$ cat src/rtl/dh_gun_pkg.sv
// -----------------------------------------------------------------------------
// dh_gun_pkg
// Shared types and constants for the light-gun front end.
//   gun_state_t          : shot-sequence FSM states
//   FRAME_CNT_W          : width of the frame_start counter (frames 1..3)
//   DEF_*                : default timing for a 65 MHz pixel clock
//   cnt_width()          : width of a counter that counts 0..n-1
// -----------------------------------------------------------------------------
package dh_gun_pkg;

    typedef enum logic [2:0] {
        IDLE,
        WAIT_FRAME,
        BLANK,
        FLASH,
        RESULT,
        HOLDOFF
    } gun_state_t;

    localparam int unsigned FRAME_CNT_W         = 2;

    localparam int unsigned DEF_DEBOUNCE_CYCLES = 650_000;    // 10 ms
    localparam int unsigned DEF_BLANK_FRAMES    = 1;
    localparam int unsigned DEF_FLASH_FRAMES    = 1;
    localparam int unsigned DEF_HOLDOFF_CYCLES  = 3_250_000;  // 50 ms

    function automatic int unsigned cnt_width(input int unsigned n);
        return (n <= 2) ? 1 : $clog2(n);
    endfunction

endpackage

$ cat src/rtl/gun_debounce.sv
// -----------------------------------------------------------------------------
// gun_debounce
// 2-FF synchroniser followed by a level debouncer. The stable level follows
// the synchronised input only after it has disagreed for DEBOUNCE_CYCLES
// consecutive cycles; any agreeing cycle restarts the count.
// Ports:
//   clk, rst_n (sync, active-low)
//   din_raw     : asynchronous input pin
//   stable      : debounced level (RESET_LEVEL after reset)
// -----------------------------------------------------------------------------
module gun_debounce
    import dh_gun_pkg::*;
#(
    parameter int unsigned DEBOUNCE_CYCLES = DEF_DEBOUNCE_CYCLES,
    parameter logic        RESET_LEVEL     = 1'b1
) (
    input  logic clk,
    input  logic rst_n,
    input  logic din_raw,
    output logic stable
);

    localparam int unsigned CNT_W = cnt_width(DEBOUNCE_CYCLES);

    logic [1:0]       sync;
    logic [CNT_W-1:0] cnt;

    always_ff @(posedge clk) begin
        if (!rst_n) begin
            sync   <= {2{RESET_LEVEL}};
            stable <= RESET_LEVEL;
            cnt    <= '0;
        end else begin
            sync <= {sync[0], din_raw};
            if (sync[1] == stable) begin
                cnt <= '0;
            end else if (cnt == CNT_W'(DEBOUNCE_CYCLES - 1)) begin
                stable <= sync[1];
                cnt    <= '0;
            end else begin
                cnt <= cnt + 1'b1;
            end
        end
    end

endmodule

$ cat src/rtl/gun_shot_ctrl.sv
// -----------------------------------------------------------------------------
// gun_shot_ctrl
// Light-gun front end: debounces the trigger, synchronises the photodetector
// and runs the Zapper-style shot sequence (black frame(s), white target
// frame(s), hit/miss report).
// Ports:
//   clk, rst_n            : 65 MHz clock, synchronous active-low reset
//   gun_trigger_raw       : async trigger pin, low = pressed
//   gun_photodetector_raw : async detector pin, high = light seen
//   frame_start           : 1-cycle pulse at start of active video
//   pause, ammo_ok        : game status
//   blank_req, flash_req  : renderer overlay requests (registered)
//   shot_fired, hit, miss : 1-cycle pulses to score/ammo logic
//   busy                  : high whenever the FSM is not IDLE
// Build option: GUN_AMBIENT_CHECK_EN enables the BLANK frame(s) and the
// ambient-light check; without it WAIT_FRAME goes straight to FLASH.
// -----------------------------------------------------------------------------
module gun_shot_ctrl
    import dh_gun_pkg::*;
#(
    parameter int unsigned DEBOUNCE_CYCLES = DEF_DEBOUNCE_CYCLES,
    parameter int unsigned BLANK_FRAMES    = DEF_BLANK_FRAMES,
    parameter int unsigned FLASH_FRAMES    = DEF_FLASH_FRAMES,
    parameter int unsigned HOLDOFF_CYCLES  = DEF_HOLDOFF_CYCLES
) (
    input  logic clk,
    input  logic rst_n,
    input  logic gun_trigger_raw,
    input  logic gun_photodetector_raw,
    input  logic frame_start,
    input  logic pause,
    input  logic ammo_ok,
    output logic blank_req,
    output logic flash_req,
    output logic shot_fired,
    output logic hit,
    output logic miss,
    output logic busy
);

    localparam int unsigned HOLD_W = cnt_width(HOLDOFF_CYCLES);

    gun_state_t state_q, state_d;

    logic                   trig_stable;   // 1 = released
    logic                   trig_stable_d;
    logic                   press;
    logic [1:0]             det_sync;
    logic [FRAME_CNT_W-1:0] frame_cnt;
    logic [HOLD_W-1:0]      hold_cnt;
    logic                   hold_done;
    logic                   seen;
    logic                   seen_next;
    logic                   ambient_now;
    logic                   blank_d, flash_d, shot_d, hit_d, miss_d, busy_d;

    gun_debounce #(
        .DEBOUNCE_CYCLES (DEBOUNCE_CYCLES),
        .RESET_LEVEL     (1'b1)
    ) u_trig_db (
        .clk     (clk),
        .rst_n   (rst_n),
        .din_raw (gun_trigger_raw),
        .stable  (trig_stable)
    );

    // Released-to-pressed edge of the debounced level.
    assign press     = trig_stable_d & ~trig_stable;
    assign hold_done = (hold_cnt == HOLD_W'(HOLDOFF_CYCLES - 1));
    // Include the current cycle's sample so the last FLASH cycle counts.
    assign seen_next = seen | ((state_q == FLASH) & det_sync[1]);

`ifdef GUN_AMBIENT_CHECK_EN
    logic ambient;
    assign ambient_now = ambient;
`else
    assign ambient_now = 1'b0;
`endif

    // State and output registers
    always_ff @(posedge clk) begin
        if (!rst_n) begin
            state_q    <= IDLE;
            blank_req  <= 1'b0;
            flash_req  <= 1'b0;
            shot_fired <= 1'b0;
            hit        <= 1'b0;
            miss       <= 1'b0;
            busy       <= 1'b0;
        end else begin
            state_q    <= state_d;
            blank_req  <= blank_d;
            flash_req  <= flash_d;
            shot_fired <= shot_d;
            hit        <= hit_d;
            miss       <= miss_d;
            busy       <= busy_d;
        end
    end

    // Next-state logic
    always_comb begin
        state_d = state_q;
        unique case (state_q)
            IDLE: begin
                if (press && !pause && ammo_ok) state_d = WAIT_FRAME;
            end
            WAIT_FRAME: begin
                if (pause) begin
                    state_d = HOLDOFF;
                end else if (frame_start) begin
`ifdef GUN_AMBIENT_CHECK_EN
                    state_d = BLANK;
`else
                    state_d = FLASH;
`endif
                end
            end
            BLANK: begin
                if (pause) begin
                    state_d = HOLDOFF;
                end else if (frame_start &&
                             frame_cnt == FRAME_CNT_W'(BLANK_FRAMES - 1)) begin
                    state_d = FLASH;
                end
            end
            FLASH: begin
                if (pause) begin
                    state_d = HOLDOFF;
                end else if (frame_start &&
                             frame_cnt == FRAME_CNT_W'(FLASH_FRAMES - 1)) begin
                    state_d = RESULT;
                end
            end
            RESULT: begin
                state_d = HOLDOFF;
            end
            HOLDOFF: begin
                // Waiting for release makes a held trigger fire only once.
                if (hold_done && trig_stable) state_d = IDLE;
            end
            default: begin
                state_d = IDLE;
            end
        endcase
    end

    // Output logic (values registered on the next edge)
    always_comb begin
        blank_d = 1'b0;
        flash_d = (state_d == FLASH);
        shot_d  = (state_q == WAIT_FRAME) && !pause && frame_start;
        hit_d   = 1'b0;
        miss_d  = 1'b0;
        busy_d  = (state_d != IDLE);
`ifdef GUN_AMBIENT_CHECK_EN
        blank_d = (state_d == BLANK);
`endif
        if (state_q == FLASH && state_d == RESULT) begin
            hit_d  = seen_next & ~ambient_now;
            miss_d = ~(seen_next & ~ambient_now);
        end
    end

    // Datapath: synchroniser, press edge, frame/holdoff counters, flags
    always_ff @(posedge clk) begin
        if (!rst_n) begin
            trig_stable_d <= 1'b1;
            det_sync      <= '0;
            frame_cnt     <= '0;
            hold_cnt      <= '0;
            seen          <= 1'b0;
`ifdef GUN_AMBIENT_CHECK_EN
            ambient       <= 1'b0;
`endif
        end else begin
            trig_stable_d <= trig_stable;
            det_sync      <= {det_sync[0], gun_photodetector_raw};
            unique case (state_q)
                WAIT_FRAME: begin
                    frame_cnt <= '0;
                    seen      <= 1'b0;
`ifdef GUN_AMBIENT_CHECK_EN
                    ambient   <= 1'b0;
`endif
                end
                BLANK: begin
`ifdef GUN_AMBIENT_CHECK_EN
                    if (det_sync[1]) ambient <= 1'b1;
`endif
                    if (frame_start) begin
                        frame_cnt <= (state_d == FLASH) ? '0 : frame_cnt + 1'b1;
                    end
                end
                FLASH: begin
                    if (det_sync[1]) seen <= 1'b1;
                    if (frame_start) frame_cnt <= frame_cnt + 1'b1;
                end
                HOLDOFF: begin
                    if (!hold_done) hold_cnt <= hold_cnt + 1'b1;
                end
                default: begin
                end
            endcase
            if (state_d == HOLDOFF && state_q != HOLDOFF) hold_cnt <= '0;
        end
    end

endmodule

$ cat config.mk
export PLATFORM = sky130hd
export DESIGN_NAME = gun_shot_ctrl
export DESIGN_NICKNAME = d
export VERILOG_FILES = /design/src/rtl/dh_gun_pkg.sv /design/src/rtl/gun_debounce.sv /design/src/rtl/gun_shot_ctrl.sv
export SDC_FILE = /design/constraint.sdc
export NUM_CORES = 1
export LEC_CHECK = 0
export CAP_MARGIN = 20
export CORE_MARGIN = 3
export CORE_UTILIZATION = 55
export CTS_BUF_LIST = sky130_fd_sc_hd__clkbuf_8 sky130_fd_sc_hd__clkbuf_16
export DETAILED_ROUTE_END_ITERATION = 10
export GPL_ROUTABILITY_DRIVEN = 1
export HOLD_SLACK_MARGIN = 0.15
export PLACE_DENSITY = 0.85
export SLEW_MARGIN = 5
export SYNTH_ARGS = -nofsm -noshare
export SYNTH_HDL_FRONTEND = slang
export SYNTH_SLANG_ARGS = --single-unit
$ cat constraint.sdc
create_clock -name clk -period 2.95 [get_ports clk]
set_input_delay 0.59 -clock clk [delete_from_list [all_inputs] [get_ports clk]]
set_output_delay 0.59 -clock clk [all_outputs]
set_load 0.1 [all_outputs]
---- Word level (Yosys, flattened, before mapping) ----
Cells that the tools add are included.
word-level totals
  register bits after elaboration ......... 59
  bits of input ports ..................... 7
  output and inout port bits .............. 6
  word-level logic and storage cells ...... 76
operators by class
  $add $sub $neg .......................... 3
  eq/ne operators ......................... 15
  muxes and demuxes ....................... 15
  bitwise gates (word level) .............. 8
  reductions and logical operators ........ 21
operators with widths
  cell                                                             number
  3-bit 2-to-1 mux                                                 8
  22-bit by 1-bit adder with 22-bit output, second input constant  1
  22-bit == test, second input constant                            1
  20-bit by 1-bit adder with 20-bit output, second input constant  1
  20-bit == test, second input constant                            1
  3-bit case mux with 6 select lines                               1
  3-bit == test, second input constant                             4
  3-bit by 2-bit == test with 1-bit output, second input constant  3
  1-bit logical AND                                                8
  2-bit AND reduction                                              4
  2-bit 2-to-1 mux                                                 3
  2-bit inequality test, second input constant                     3
  2-bit case mux with 3 select lines                               1
  3-bit nonzero test                                               2
  1-bit inverter                                                   5
  3-bit by 1-bit == test with 1-bit output, second input constant  1
  3-bit logical NOT                                                1
  3-bit inequality test, second input constant                     1
  3-bit AND reduction                                              1
  3-bit OR reduction                                               1
  2-bit by 1-bit adder with 2-bit output, second input constant    1
  1-bit bitwise AND                                                2
  2-bit logical NOT                                                1
  1-bit case mux with 2 select lines                               1
  6 further kinds                                                  6

---- Depth between registers and ports, before layout ----
  depth after elaboration ................. 10
  mapped depth ............................ 8
  mapped depth without buffers ............ 7

---- Hierarchy ----
A second synthesis with hierarchy kept.
second synthesis, totals
  cells, all modules ...................... 304
  area, all modules ....................... 2763.9 µm²
by module, submodules not included
  module         times used  cells each  area an instance (µm²)  seq. area each (µm²)
  gun_shot_ctrl  1           192         1731.7                  720.7
  gun_debounce   1           112         1032.2                  460.4

---- Least setup slack after synthesis ----
OpenSTA, ideal clock, no wires.
  path type ............................... register to register
  start ................................... register hold_cnt[0]
  end ..................................... register hold_cnt[10]
  library setup time ...................... 141 ps
  arrival time ............................ 1903 ps
  setup slack ............................. 906 ps
  stages on the path, launching flop included .. 9
  buffers on the path ..................... 2
  period minus slack after synthesis ...... 2044 ps
  cell sequence ........................... dfxtp_1 ha_1 and4_1 and4_1 clkbuf_1 a41o_2 a21oi_2 buf_6 nor3_2
on the way
  word-level cells in the longest chain between the ends .. 7
  elaborated cells between the ends (all ways) .. 10
ends and longest elaborated chain
  what                                RTL line              source
  start: declaration                  gun_shot_ctrl.sv:50   logic [HOLD_W-1:0] hold_cnt;
  start signal: assignment            gun_shot_ctrl.sv:200  if (!hold_done) hold_cnt <= hold_cnt + 1'b1;
  22-bit == test                      gun_shot_ctrl.sv:69   assign hold_done = (hold_cnt == HOLD_W'(HOLDOFF_CYCLES - 1));
  1-bit logical AND                   gun_shot_ctrl.sv:140  if (hold_done && trig_stable) state_d = IDLE;
  3-bit 2-to-1 mux                    gun_shot_ctrl.sv:140
  3-bit case mux with 6 select lines  gun_shot_ctrl.sv:104  unique case (state_q)
  3-bit == test                       gun_shot_ctrl.sv:205  if (state_d == HOLDOFF && state_q != HOLDOFF) hold_cnt <= '0;
  1-bit logical AND                   gun_shot_ctrl.sv:205
  2-bit OR reduction (no line)        -
Several ways; a longest one is shown, not always the timed one.
A chain may end at the register's enable or synchronous reset.

---- Worst setup path in the final report ----
  start ................................... register hold_cnt[4]
  end ..................................... register hold_cnt[14]
Same word-level chain as after synthesis.

==> results.md <==
* Outcome: complete, no violations
* Critical path's top delay family: simple AND/OR/NAND/NOR gates
* Final Core Density at between 60 and 70%
* Final Skew at about 0.0067 ns
* Routed WL at roughly 5100 um
* Max-cap violations at 0
* Post-Syn Nets at 315
* Dpl cells at between 300 and 400
* Slew Viols, Final at 0
* Critical Path AT at 2.58 ns
* Clock Tree Root: clkbuf_8
* Total grt overflow at 0
* CP startpoint kind: flip-flop
* Max FO, Critical Path at 22
* Sw frac at 23.41%
* Die height at 77.35 um
* Vias in the first global route at ~2100
* Crit path capture type: flip-flop
* Critical path buffer and inverter count at 1
* Final nets at 328
* Seq/Total Area, Yosys at 42.18%
* Net Sw Power at roughly 370 uW
* Max frequency at between 400 and 500 MHz
* Share of the synthesized area in the top cell type at 42.18%
* Clock latency on the worst-skew pair at 0.33 ns
* CP max-delay cell: or4_4
* Setup TNS at 0 ns
* Post-route cell area at between 0.003 and 0.004 mm2
* Number of synthesized flops with an enable pin at 0
* Async set-reset flop share out of synthesis at 0%
* Antenna fix cells at 0
* Placement Cell Area at 0.002940 mm2
* Worst-path clk slew at about 0.070 ns
* Synth Cell Area at 0.002800 mm2
* H-tree depth at 3
* Sequential power share at 51.9%
* Core ar. at 0.004817 mm2
* All-Layer GR Usage at 18.72%
* Synth Register Bits at 59
* CTS buffer count at 9
* Unrepaired setup endpoints after global routing: no
* Cell Rows at 25
* Layout cells sized above 1 at 15.79%
* Final Hold Fails at 0
* Leading area contributor after synthesis: dfxtp_1
* Antenna-violating nets left at 0
* Cell area power density at 500.3 mW/mm2
* Drt pass-1 iters at 4
* Worst path required time at 3.20 ns
* Headroom to the max-slew limit at 57.93%
* Final setup fails at 0
* Clock tree buffer depth at 2
* Post-CTS Resized at 0
* Synth cell types at 49
* Synth-to-layout area growth at 11.80%
* Number of vias per cell at 5.549
* Die area at 0.005983 mm2
* Non-filler cells in the finished layout at 390
* First-pass GRT wire length at 9004 um
* Initial antenna violation count at 0
* Syn_area_per_cell at ~9.2 um2
* Final Cycle Share at approximately four fifths
* Routability cong. at approximately 0.81
* Syn Inst Count at 305
* Cell Chain, Critical Path: or4_4 > nor4_4 > a41o_2 > a21oi_2 > buf_4 > nor3_2
* Hold/Removal Path Class: reg -> reg
* CTS Hold Bufs at 0
* Synth cell count leaders: dfxtp_1 (59), nor2_1 (33), xnor2_1 (26), nor3_2 (20), nand3_1 (18)
* Setup CP Type: reg -> reg
* Post CTS Setup Buffer Count at 0
* Most used DFF post-synth: dfxtp_1
* Largest net degree at the start of global routing at 28
* Max IR drop VDD at 354.2 uV
* Minimum clock period at 2.321 ns
* Starting Density at 58.13%
* Ys Warns at 0
* Slowest cell delay on critical path at roughly 0.56 ns
* DP Wirelength at 3487 um
* Top area cells in the synthesized netlist: dfxtp_1 (42%), xnor2_1 (8.1%), nor3_2 (7.1%)
* Int Pwr at between 1 and 1.5 mW
* Clk pwr share at 42.8%
* Fillers at 402
* Power share of the combinational group at 5.3%
* Leakage at 1.043 nW
* Residual DRC at 0
* Iter 0 DRT Violations at 105
* Die Span X at 77.35 um
* Most frequent cell after synthesis: dfxtp_1
* Final setup margin at between 0.6 and 0.7 ns
* I/O pins at 13
* DR WL/cell at 12.96 um
* CTS tree: yes
* CTS Sinks at 59
* Port bufs at 11
* Worst slew pin tran at 0.6311 ns
* Pre-CTS setup slack at 0.5022 ns
* DR vias at 2164
==> worst paths after layout <==
path | start | endpoint | slack, ns | cells after the start
hold reg to reg | u_trig_db.sync[0] | u_trig_db.sync[1] | 0.42 | 1
hold / removal | u_trig_db.sync[0] | u_trig_db.sync[1] | 0.42 | 1
setup / recovery | hold_cnt[4] | hold_cnt[14] | 0.63 | 6
setup reg to reg | hold_cnt[4] | hold_cnt[14] | 0.63 | 6
==> area by class of cell <==
type                       count  area, um2  area share [%]
inverter                      13      48.80           1.559
sequential                    59       1181           37.73
clock inverter                 4      25.02          0.7994
clock buffer                  12      165.2           5.276
tap                           67      83.83           2.678
timing repair buffer          14      120.1           3.837
multi-input combinational    221       1506           48.12
==> power groups by stage <==
stage          sequential (mW)  combinational [mW]  clock (mW)
3_3_place_gp             0.830              0.0818           0
4_1_cts                  0.812              0.0835       0.686
5_1_grt                  0.813              0.0890       0.730
2_1_floorplan            0.838              0.0552           0
3_5_place_dp             0.830              0.0828           0
6_report                 0.812              0.0831       0.671
==> flip-flops by register name, summed over array words and instances, names as in the netlist <==
name	count
busy	1
u_trig_db.sync	2
state_q	3
shot_fired	1
u_trig_db.cnt	20
trig_stable_d	1
u_trig_db.stable	1
flash_req	1
miss	1
frame_cnt	2
seen	1
hold_cnt	22
hit	1
det_sync	2
==> routing by layer <==
metal  vias to the layer above  track usage, %  share of wire (%)
met5                         -               0                  0
met4                         0           8.897                1.8
met3                        12           6.148                4.2
met2                        34           31.61                 50
met1                      1011           21.29                 44
li1                       1107               -                  -
==> logic make-up (layout without fill, tap and decap cells) <==
| kind of cell | count (synthesis) | in the layout | synth area share, % |
|---|---|---|---|
| AO/OA/AOI/OAI | 30 | 30 | 7.998 |
| XOR/XNOR | 38 | 38 | 11.89 |
| adder cells (fa/ha/maj) | 3 | 3 | 1.341 |
| buffers and inverters | 25 | 43 | 4.021 |
| flip-flops | 59 | 59 | 42.18 |
| multiplexers | 2 | 2 | 0.7150 |
| other | 1 | 1 | 0.1339 |
| AND/OR/NAND/NOR | 147 | 147 | 31.73 |
==> per-stage QoR <==
stage	hold slack, ns	total power [mW]
6_report	0.4212	1.566
5_1_grt	0.4562	1.632
4_1_cts	0.4202	1.581
3_5_place_dp	0.4005	0.9128
3_3_place_gp	0.3940	0.9114
2_1_floorplan	0.3863	0.8928
==> cell usage in the layout, fill, tap and decap left out, types with 2 or more instances in the layout <==
master,Yosys,final
nor2_1,33,33
inv_1,12,13
nand4b_1,2,2
nand2b_1,5,5
and2_1,2,2
clkbuf_8,0,12
a21oi_1,7,7
and3_1,5,5
clkdlybuf4s50_1,0,6
o21a_1,2,2
xnor2_1,26,26
nor3_2,20,20
ha_1,3,3
nand2_1,16,16
nor3_1,12,12
mux2i_1,2,2
xor2_1,12,12
a2111oi_0,3,3
a21o_1,2,2
dfxtp_1,59,59
buf_4,1,8
nand3_1,18,18
nand4_1,13,13
a211oi_1,6,6
and4_1,6,6
nor4_1,5,5
(Power assumes the default switching activity.)
